--- src/rtl/mem_wait_arbiter.sv ---
// Round-robin arbiter for one fixed-latency memory port shared by fetch (A) and load/store (B).
// Optional owner-abort on request drop is compiled in with MEM_WAIT_ARBITER_ABORT_EN.
module mem_wait_arbiter #(
  parameter int unsigned WAIT_CYCLES = 4
) (
  input  logic       i_clock,
  input  logic       i_reset,
  input  logic       i_req_a,
  input  logic       i_req_b,
  output logic       o_gnt_a,
  output logic       o_gnt_b,
  output logic       o_busy,
  output logic [3:0] o_cont,
  output logic       o_done,
  output logic       o_done_id,
  output logic       o_abort
);

  typedef enum logic [1:0] {S_IDLE, S_BUSY, S_DONE} state_t;

  localparam logic [3:0] LP_TERM = 4'(WAIT_CYCLES);

  state_t     r_state, w_state_nx;
  logic       r_owner, w_owner_nx;
  logic       r_last, w_last_nx;
  logic [3:0] r_cont, w_cont_nx;
  logic       r_gnt_a, r_gnt_b, r_busy, r_done, r_done_id;

`ifdef MEM_WAIT_ARBITER_ABORT_EN
  logic w_owner_req;
  logic w_abort_nx;
  logic r_abort;
  assign w_owner_req = r_owner ? i_req_b : i_req_a;
`endif

  always_comb begin
    w_state_nx = r_state;
    w_owner_nx = r_owner;
    w_last_nx  = r_last;
    w_cont_nx  = 4'd0;
`ifdef MEM_WAIT_ARBITER_ABORT_EN
    w_abort_nx = 1'b0;
`endif
    case (r_state)
      S_IDLE: begin
        // On a tie the requester that did not own the port last time wins
        if (i_req_a && i_req_b) begin
          w_owner_nx = ~r_last;
          w_state_nx = S_BUSY;
        end else if (i_req_a) begin
          w_owner_nx = 1'b0;
          w_state_nx = S_BUSY;
        end else if (i_req_b) begin
          w_owner_nx = 1'b1;
          w_state_nx = S_BUSY;
        end
      end
      S_BUSY: begin
`ifdef MEM_WAIT_ARBITER_ABORT_EN
        if (!w_owner_req) begin
          w_state_nx = S_IDLE;
          w_last_nx  = r_owner;
          w_abort_nx = 1'b1;
        end else
`endif
        if (r_cont == LP_TERM) begin
          w_state_nx = S_DONE;
        end else begin
          w_cont_nx = r_cont + 4'd1;
        end
      end
      S_DONE: begin
        w_state_nx = S_IDLE;
        w_last_nx  = r_owner;
      end
      default: w_state_nx = S_IDLE;
    endcase
  end

  // All outputs are registered from the next-state decode
  always_ff @(posedge i_clock) begin
    if (i_reset) begin
      r_state   <= S_IDLE;
      r_owner   <= 1'b0;
      r_last    <= 1'b1;
      r_cont    <= 4'd0;
      r_gnt_a   <= 1'b0;
      r_gnt_b   <= 1'b0;
      r_busy    <= 1'b0;
      r_done    <= 1'b0;
      r_done_id <= 1'b0;
    end else begin
      r_state   <= w_state_nx;
      r_owner   <= w_owner_nx;
      r_last    <= w_last_nx;
      r_cont    <= w_cont_nx;
      r_gnt_a   <= (w_state_nx != S_IDLE) && !w_owner_nx;
      r_gnt_b   <= (w_state_nx != S_IDLE) && w_owner_nx;
      r_busy    <= (w_state_nx != S_IDLE);
      r_done    <= (w_state_nx == S_DONE);
      r_done_id <= (w_state_nx == S_DONE) && w_owner_nx;
    end
  end

`ifdef MEM_WAIT_ARBITER_ABORT_EN
  always_ff @(posedge i_clock) begin
    if (i_reset) begin
      r_abort <= 1'b0;
    end else begin
      r_abort <= w_abort_nx;
    end
  end
  assign o_abort = r_abort;
`else
  assign o_abort = 1'b0;
`endif

  assign o_gnt_a   = r_gnt_a;
  assign o_gnt_b   = r_gnt_b;
  assign o_busy    = r_busy;
  assign o_cont    = r_cont;
  assign o_done    = r_done;
  assign o_done_id = r_done_id;

endmodule

--- config.mk ---
export PLATFORM = sky130hd
export DESIGN_NAME = mem_wait_arbiter
export DESIGN_NICKNAME = d
export VERILOG_FILES = /design/src/rtl/mem_wait_arbiter.sv
export SDC_FILE = /design/constraint.sdc
export NUM_CORES = 1
export LEC_CHECK = 0
export CAP_MARGIN = 15
export CORE_AREA = 2 2 39 41
export CTS_BUF_LIST = sky130_fd_sc_hd__clkbuf_16
export CTS_CLUSTER_SIZE = 8
export DETAILED_ROUTE_END_ITERATION = 8
export DIE_AREA = 0 0 41 43
export GPL_TIMING_DRIVEN = 0
export HOLD_SLACK_MARGIN = 0.03
export PLACE_DENSITY = 0.62
export SYNTH_ARGS = -nofsm -noshare
export SYNTH_HDL_FRONTEND = slang
export SYNTH_SLANG_ARGS = --single-unit
export TNS_END_PERCENT = 50
--- constraint.sdc ---
create_clock -name i_clock -period 1.1 [get_ports i_clock]
set_clock_uncertainty 0.05 [all_clocks]
set_input_delay 0.11 -clock i_clock [delete_from_list [all_inputs] [get_ports i_clock]]
set_output_delay 0.11 -clock i_clock [all_outputs]
set_load 0.05 [all_outputs]
==> impl_metrics.yaml <==
run_status:
  outcome: "complete, but fails checks"
  violations: "negative setup slack"
routing:
  via_per_inst: 4.30
  dr.first_iter.drc_count: 14
  routed_wl_um: 826
  routedWlPerCell_um: 10.1
  vias: 353
  antenna_left: 0
  drc: 0
  drt_pass1_iterations: 3
logic_synthesis:
  synth.distinct_cells: 20
  synth.most_common_cell: "dfxtp_1"
  ys_top_cells_by_area: "dfxtp_1, nor2_1, ha_1"
  synth_area_sq_um: 469
  synth_nets: 54
  async_reset_ff_share_pct: 0
  synth_ff_type: "dfxtp_1"
  synth_top_area_share_pct: 55.5
  ys_warn_count: 0
  syn_avg_cell_area_sq_um: 9.78
  ys_ff_latch: 13
  ys_seq_area_share_pct: 55.5
  synth_edf_count: 0
  yosysTopAreaCell: "dfxtp_1"
  synthCells: 48
  synth.cells.most_frequent: "dfxtp_1, nor2_1, inv_1"
cts:
  holdBufCountCts: 0
  cts_root_buf: "clkbuf_16"
  cts_tree: "built"
  clock_latency_ns: 0.23
  numCtsBuffers: 3
  cts.sinks: 13
  path_clk_slew_ns: 0.04
  cts_max_path_buffers: 2
  cts_max_level: 1
final_layout:
  fin_nets: 73
  drive_above_1_share_pct: 40.9
  diodes: 0
  syn_to_final_growth_pct: 52.8
pwr:
  clkPwrFrac_pct: 48.7
  p_leak_nw: 0.304
  intPower_mw: 1.04
  power_density_nw_per_um2: 1870
  seq_power_share_pct: 38.1
  ir_drop_uv: 1080
  net-switching-power_mw: 0.305
  combPwrFrac_pct: 13.1
  switching_share_pct: 22.7
placement:
  dpl_worst_slack_ns: -0.400
  portBuffers: 12
  dp_hpwl_um: 547
  gp_congestion: 0.702
sta:
  hold_violations: 0
  setup_ws_ns: -0.0891
  period_needed_ns: 1.19
  rsz0062_at_grt: "true"
  finalSetupTns_ns: -0.364
  setup_viol: 7
  hold_slack_ns: 0.268
  finalCritPeriodShare_pct: 108
  clock.fmax_ghz: 0.841
  drv_slew: 0
flow_run:
  maxCapViolCount: 0
floorplanning:
  die_area_sq_um: 1760
  start_util_pct: 33.9
  io_pins: 14
  core_sq_um: 1380
  die_x_um: 41
  die_h_um: 43
  num_rows: 14
global_route:
  overflow: 0
  grt_max_degree: 8
  grt_pass1_wl_mm: 1.32
  track_usage_pct: 11.5
  grt_pass1_vias: 315
  grt_antenna_before_repair: 0
critical_path:
  required_ns: 1.22
  reg2reg_from: "r_state[0]"
  worstSetupStartpointType: "flop"
  crit_chain: "or3b_1 > a22oi_2 > nor2b_1"
  crit_path_end_kind: "flop"
  critPathBufInv: 0
  cpPeakStageDelay_ns: 0.36
  crit_slowest_cell: "or3b_1"
  critical_path.startpoint: "r_state[0]"
  critPathArrivalTime_ns: 1.31
  path_class: "reg -> reg"
  path_max_fanout: 4
  rrSetupSlack_ns: -0.09
  crit_family: "simple AND/OR/NAND/NOR gates"
hold_path:
  hp-class: "in -> reg"
  worstHoldStart: "i_req_a"
-- layout make-up --
cell class	count	area, sq um
Fill cell	134	667
Sequential cell	13	275
Multi-Input combinational cell	30	204
Timing Repair Buffer	14	116
Clock buffer	3	75.1
Tap cell	16	20.0
Inverter	4	15.0
Buffer	1	7.51
Clock inverter	1	3.75
-- cell usage in the layout, fill, tap and decap left out, drive strengths merged --
master,synthesis,routed
nand3b,1,1
xnor2,1,1
dlygate4sd2,0,1
clkdlybuf4s15,0,2
inv,4,5
a22oi,1,1
or3b,1,1
dfxtp,13,13
a21boi,1,1
clkdlybuf4s18,0,3
conb,1,1
and2b,1,1
o21ai,2,2
xor2,1,1
a211o,1,1
nand2,1,1
nor2,10,10
clkbuf,0,3
clkdlybuf4s50,0,2
nand3,2,2
buf,1,7
ha,2,2
nor2b,2,2
o31ai,1,1
nor3,1,1
-- through the flow --
stage                     std cells  power, mW  cell area [sq um]  utilization [%]
after global routing             82       1.41                717             51.8
after CTS                        80       1.35                693             50.1
after floorplan                  48      0.634                488                -
after global placement           76      0.688                628             45.4
final                            82       1.34                717             51.8
after detailed placement         76      0.687                628             45.4
-- kinds of logic after synthesis --
family / synth area share [%]
and+or+nand+nor: 20.0
DFF: 55.5
AOI/OAI and AO/OA: 9.87
buffers and inverters: 4.80
xor gates and xnor gates: 3.73
adders and majority gates: 5.33
other: 0.799
-- power by group through the flow --
| stage | Sequential (mW) | Combinational (mW) | Clock [mW] |
|---|---|---|---|
| 2_1_floorplan | 0.575 | 0.0600 | 0 |
| 5_1_grt | 0.514 | 0.197 | 0.702 |
| 6_report | 0.512 | 0.177 | 0.654 |
| 3_5_place_dp | 0.524 | 0.163 | 0 |
| 4_1_cts | 0.516 | 0.156 | 0.679 |
| 3_3_place_gp | 0.524 | 0.163 | 0 |
-- worst reg2reg max path, stage by stage (launching register included) --
cell	delay, ns
dfxtp_4	0.34
or3b_1	0.36
a22oi_2	0.23
nor2b_1	0.15
-- worst paths after layout --
path          endpoint  cells past startpoint
min             o_busy                      3
max reg2reg    o_gnt_a                      3
min reg2reg  o_cont[0]                      1
max            o_gnt_a                      3
-- sequential cells by signal, summed over array words and instances, names as in the netlist --
register	count
o_cont	4
r_state	2
o_busy	1
o_done	1
o_done_id	1
o_gnt_a	1
o_gnt_b	1
r_last	1
r_owner	1
-- metal layers --
| layer | vias to the layer above | wire, um | GRT usage (%) |
|---|---|---|---|
| met5 | - | 0 | 0 |
| met4 | 0 | 0 | 8.00 |
| met3 | 0 | 36 | 4.71 |
| met2 | 8 | 420 | 15.0 |
| met1 | 153 | 368 | 14.7 |
| li1 | 192 | - | - |
-- timing repair --
action | 4_1_cts | 5_1_grt
setup endpoints to repair | 18 | 12
gates cloned | 0 | 0
setup buffers | 0 | 2
pin swaps | 2 | 4
gates resized for setup | 37 | 5
Note: power is estimated with default switching activity, not from simulation.
